===== src/rtl/logic_unit_pkg.sv =====
// Shared definitions for the registered bitwise logic unit: op encoding
// and the single-bit op function applied across every operand bit.
package logic_unit_pkg;

  localparam int LU_OP_W = 3;

  localparam logic [LU_OP_W-1:0] LU_OP_AND  = 3'd0;
  localparam logic [LU_OP_W-1:0] LU_OP_OR   = 3'd1;
  localparam logic [LU_OP_W-1:0] LU_OP_NAND = 3'd2;
  localparam logic [LU_OP_W-1:0] LU_OP_NOR  = 3'd3;
  localparam logic [LU_OP_W-1:0] LU_OP_XOR  = 3'd4;
  localparam logic [LU_OP_W-1:0] LU_OP_XNOR = 3'd5;
  localparam logic [LU_OP_W-1:0] LU_OP_NOT  = 3'd6;
  localparam logic [LU_OP_W-1:0] LU_OP_PASS = 3'd7;

  // One result bit from one bit of each operand; ops are purely bitwise,
  // so the full-width result is this function applied per bit position.
  function automatic logic lu_apply(input logic [LU_OP_W-1:0] op,
                                    input logic               a,
                                    input logic               b);
    logic r;
    case (op)
      LU_OP_AND:  r = a & b;
      LU_OP_OR:   r = a | b;
      LU_OP_NAND: r = ~(a & b);
      LU_OP_NOR:  r = ~(a | b);
      LU_OP_XOR:  r = a ^ b;
      LU_OP_XNOR: r = ~(a ^ b);
      LU_OP_NOT:  r = ~a;
      default:    r = a;  // LU_OP_PASS
    endcase
    return r;
  endfunction

endpackage


===== src/rtl/lu_skid_buf.sv =====
// One-entry skid buffer plus output register, valid/ready on both sides.
// in_ready depends only on registered state, so there is no combinational
// path from out_ready back to in_ready.
module lu_skid_buf #(
  parameter int PW = 8
) (
  input  logic          clk,
  input  logic          rst_n,
  input  logic          in_valid,
  output logic          in_ready,
  input  logic [PW-1:0] in_data,
  output logic          out_valid,
  input  logic          out_ready,
  output logic [PW-1:0] out_data
);

  logic          skid_full;
  logic [PW-1:0] skid_data;
  logic          accept;
  logic          out_load;

  assign in_ready = ~skid_full;
  assign accept   = in_valid & in_ready;
  // Output register may take a new value when it is empty or being drained.
  assign out_load = ~out_valid | out_ready;

  // Output register and skid entry: skid drains first to keep FIFO order;
  // the skid only fills when an accept meets a stalled output.
  always_ff @(posedge clk or negedge rst_n) begin
    if (!rst_n) begin
      out_valid <= 1'b0;
      out_data  <= '0;
      skid_full <= 1'b0;
      // NOTE: skid_data is reset too; it is a single register, and a known
      // value keeps the held payload deterministic at no real cost.
      skid_data <= '0;
    end else if (out_load) begin
      // NOTE: non-blocking assignments so every register here samples the
      // pre-edge values; blocking would let skid_full ordering leak through.
      if (skid_full) begin
        out_data  <= skid_data;
        out_valid <= 1'b1;
        skid_full <= 1'b0;
      end else if (accept) begin
        out_data  <= in_data;
        out_valid <= 1'b1;
      end else begin
        out_valid <= 1'b0;
      end
    end else if (accept) begin
      skid_data <= in_data;
      skid_full <= 1'b1;
    end
  end

endmodule


===== src/rtl/logic_unit_pipe.sv =====
// Registered WIDTH-bit bitwise logic unit with valid/ready handshake and
// full throughput under backpressure. Optional zero/parity flags are
// enabled by defining LU_FLAGS_EN; they travel with the result.
module logic_unit_pipe
  import logic_unit_pkg::*;
#(
  parameter int WIDTH = 8
) (
  input  logic               clk,
  input  logic               rst_n,
  input  logic               in_valid,
  output logic               in_ready,
  input  logic [WIDTH-1:0]   in_a,
  input  logic [WIDTH-1:0]   in_b,
  input  logic [LU_OP_W-1:0] in_op,
  output logic               out_valid,
  input  logic               out_ready,
  output logic [WIDTH-1:0]   out_data
`ifdef LU_FLAGS_EN
  ,
  output logic               out_zero,
  output logic               out_par
`endif
);

`ifdef LU_FLAGS_EN
  localparam int PW = WIDTH + 2;
`else
  localparam int PW = WIDTH;
`endif

  logic [WIDTH-1:0] res;
  logic [PW-1:0]    in_payload;
  logic [PW-1:0]    out_payload;

  // Combinational op on the input side; only registered after accept.
  always_comb begin
    // NOTE: default first so every bit is assigned on every pass and no
    // latch is inferred.
    res = '0;
    for (int i = 0; i < WIDTH; i++) begin
      res[i] = lu_apply(in_op, in_a[i], in_b[i]);
    end
  end

`ifdef LU_FLAGS_EN
  assign in_payload = {^res, ~|res, res};
  assign out_data   = out_payload[WIDTH-1:0];
  assign out_zero   = out_payload[WIDTH];
  assign out_par    = out_payload[WIDTH+1];
`else
  assign in_payload = res;
  assign out_data   = out_payload;
`endif

  lu_skid_buf #(
    .PW(PW)
  ) u_skid (
    .clk       (clk),
    .rst_n     (rst_n),
    .in_valid  (in_valid),
    .in_ready  (in_ready),
    .in_data   (in_payload),
    .out_valid (out_valid),
    .out_ready (out_ready),
    .out_data  (out_payload)
  );

endmodule


===== config.mk =====
export PLATFORM = sky130hd
export DESIGN_NAME = logic_unit_pipe
export DESIGN_NICKNAME = d
export VERILOG_FILES = /design/src/rtl/logic_unit_pkg.sv /design/src/rtl/lu_skid_buf.sv /design/src/rtl/logic_unit_pipe.sv
export SDC_FILE = /design/constraint.sdc
export NUM_CORES = 1
export LEC_CHECK = 0
export CAP_MARGIN = 10
export CORE_MARGIN = 3
export CORE_UTILIZATION = 47
export DETAILED_ROUTE_END_ITERATION = 10
export PLACE_DENSITY = 0.77
export SLEW_MARGIN = 20
export SYNTH_ARGS = -nofsm -noshare
export SYNTH_HDL_FRONTEND = slang
export SYNTH_SLANG_ARGS = --single-unit

===== constraint.sdc =====
create_clock -name clk -period 1.2 [get_ports clk]
set_input_delay 0.18 -clock clk [delete_from_list [all_inputs] [get_ports clk]]
set_output_delay 0.18 -clock clk [all_outputs]
set_load 0.005 [all_outputs]

==> metrics.yaml <==
critical_path:
  start_kind: "flip-flop"
  endpoint: "u_skid.out_data[7]"
  r2r.worst_path.cells: 6
  cp_max_fo: 4
  timing.rr.end: "u_skid.out_data[7]"
  cp-startpoint: "u_skid.out_valid"
  path_class: "reg2reg"
  cp.required_ps: 1380
  cp.arrival_ps: 1460
  endpoint_kind: "flip-flop"
  r2r_setup_slack_ps: -80
  reg2reg_from: "u_skid.out_valid"
synth:
  ys_ff_latch: 18
  yosysWarnings: 0
  synth_area_um2: 1630
  synth_nets: 222
  ys.flop_type: "dfrtp_1"
  yosysUniqueCellTypes: 41
  syn_inst: 183
  yosysSeqAreaShare_pct: 27.6
  syn_avg_cell_area_um2: 8.92
  synth_edf_count: 0
  ys_async_sr_fraction_pct: 100
clocking:
  clk_path_buf_depth: 2
  cts_tree: "built"
  clockRootBuffer: "clkbuf_4"
  htree_num_levels: 1
  clock-sinks: 18
  path_clk_slew_ps: 90
  clk_latency_ps: 280
  postCtsHoldBufs: 0
  numCtsBuffers: 3
floorplan:
  core_um2: 3180
  io_pins: 33
  rows: 20
  die_h_um: 64.9
  die_area_um2: 4210
  initial_utilization_pct: 51.3
  die_w_um: 64.9
global_routing:
  grt_pass1_wl_um: 8300
  track_usage_pct: 24.6
  antenna_found_initial: 0
  grt_max_degree: 19
  grt-ovfl-total: 0
  grt_pass1_vias: 1867
route:
  routed_wl_um: 4960
  wl_met3_um: 321
  via_per_inst: 5.67
  vias: 1747
  drtAntennaViolNets: 0
  drt_iter0_markers: 129
  wl_per_cell_um: 16.1
  dr.pass1.iters: 4
  wl_met1_um: 1970
  drc: 0
  route.met2.wl_um: 2590
  highest_layer: "met4"
placement:
  place_hpwl_um: 3390
  dp_slack_ps: -790
  post-place-cells: 288
  port_buffers: 32
  placed_area_um2: 2370
  gp_congestion: 0.775
sta:
  max_clock_freq_ghz: 0.779
  rsz0062_at_grt: "yes"
  period_share_pct: 107
  fin_ws_ps: -83.9
  hold_viol_final: 0
  slew_violations: 0
  hold_ws_ps: 222
  finalSetupViolCount: 10
  clock_skew_ps: 3.02
  worst_pin_slew_ps: 382
  period_minus_slack_ps: 1280
  maxSlewHeadroom_pct: 73.9
cells_and_area:
  finish.instance_area_um2: 2650
  nets: 305
  drive_above_1_share_pct: 51.5
  diodes: 0
  fillers: 187
  layout.cells.non_filler: 308
  area_delta_synth_final_pct: 62.6
power:
  peakVddDrop_v: 0.000394
  combPwrFrac_pct: 49.5
  power.switching_mw: 0.746
  p_clk_share_pct: 12.8
  p_leak_nw: 1.29
  internal-power_mw: 1.46
  p_seq_share_pct: 37.6
  p_per_area_nw_per_um2: 834
  switching_share_pct: 33.8
status:
  outcome: "finished, violations left"
  violations: "negative setup slack"
hold_path:
  hp-class: "in2async"
job:
  max_cap_viol_count: 0
==> cell type report <==
type,instances,area [um2],area share (%)
Tap cell,44,55.1,2.08
Timing Repair Buffer,86,714,26.9
Multi-Input combinational cell,137,1320,49.6
Sequential cell,18,450,17.0
Clock buffer,3,22.5,0.849
Inverter,20,95.1,3.58
==> synth_stat cells (2+ instances only) <==
library cell,n,area [um2]
a211o_1,2,17.5
a211oi_1,5,37.5
a21o_1,5,37.5
a21oi_1,2,10.0
a22o_1,9,78.8
a22oi_1,8,60.1
buf_2,5,25.0
buf_6,2,22.5
dfrtp_1,18,450
ha_1,16,200
inv_1,19,71.3
mux2_2,5,56.3
mux2i_1,11,110
nand2_1,14,52.6
nand2b_1,2,12.5
nand3_1,2,10.0
nor2_1,16,60.1
nor2b_1,2,12.5
o211a_1,2,20.0
o21ai_0,6,30.0
o21ai_1,9,45.0
o22ai_1,3,18.8
o31ai_2,2,25.0
==> critical path, cell delays in order, from the launching register on <==
cell     delay [ps]
dfrtp_1         380
nor2b_4         150
buf_6           120
nor2_4           40
buf_6           120
a22o_1          210
a21o_1          160
==> registers in the layout (all words and copies together) (netlist names) <==
register	cells
u_skid.out_data	8
u_skid.skid_data	8
u_skid.skid_full	1
u_skid.out_valid	1
==> power by group through the flow <==
stage / clock (mW) / sequential [mW] / combinational [mW]
after floorplan: 0 / 0.832 / 0.507
after global placement: 0 / 0.835 / 0.905
after detailed placement: 0 / 0.842 / 0.947
after CTS: 0.289 / 0.824 / 1.02
after global routing: 0.314 / 0.849 / 1.19
final: 0.284 / 0.832 / 1.10
==> logic make-up (layout without fill, tap and decap cells) <==
kind of cell	Yosys count	in the layout	synth area share, %
compound gates	60	60	27.7
fa+ha+maj	16	16	12.3
buf+inv	29	109	8.90
flops	18	18	27.6
mux	17	17	10.9
simple gates	43	44	12.7
==> what timing repair did <==
item | 4_1_cts | 5_1_grt
setup endpoints to repair | 26 | 16
cloned | 2 | 0
endpoints found under the hold margin | 0 | 0
pin swaps | 33 | 16
resized for setup | 86 | 39
setup buffers | 13 | 3
==> worst min path at each step <==
| stage | end | slack (ps) |
|---|---|---|
| floorplan | u_skid.out_data[0] | -120 |
| global placement | u_skid.skid_data[4] | 470 |
| detailed placement | u_skid.skid_data[4] | 480 |
| CTS | u_skid.out_valid | 220 |
| global route | u_skid.out_data[3] | 240 |
| finish | u_skid.out_data[3] | 220 |
==> placed cells by master (no fill, tap or decap), types with 3 or more instances in the layout <==
cell             netlist  final
clkbuf_2               0      5
ha_1                  16      6
a21o_1                 5      5
inv_4                  0      3
a22oi_1                8      4
ha_4                   0      8
mux2i_1               11     10
dlygate4sd2_1          0      9
a211oi_1               5      4
nor2_2                 0      3
nor2_1                16     11
buf_2                  5      6
inv_1                 19      3
dfrtp_1               18     18
buf_6                  2     12
inv_2                  1     13
mux2_4                 0      4
clkdlybuf4s15_1        0      6
o22ai_1                3      3
o21ai_1                9     10
a22oi_2                0      4
a22o_1                 9      9
clkbuf_4               0      3
nand2_2                0      3
buf_4                  1     42
nand2_1               14     11
==> through the flow <==
stage / TNS (ps) / utilization, % / power, mW
2_1_floorplan: -333 / - / 1.34
3_3_place_gp: -9770 / 74.4 / 1.74
3_5_place_dp: -10420 / 74.4 / 1.79
4_1_cts: -609 / 81.0 / 2.13
5_1_grt: -1260 / 83.5 / 2.36
6_report: -479 / 83.5 / 2.21
==> metal layers <==
layer  vias up  track usage (%)
met3        10             3.47
met5         -                0
met4         0             8.97
met2        77             44.4
li1        830                -
met1       830             29.2
(Power assumes the default switching activity.)
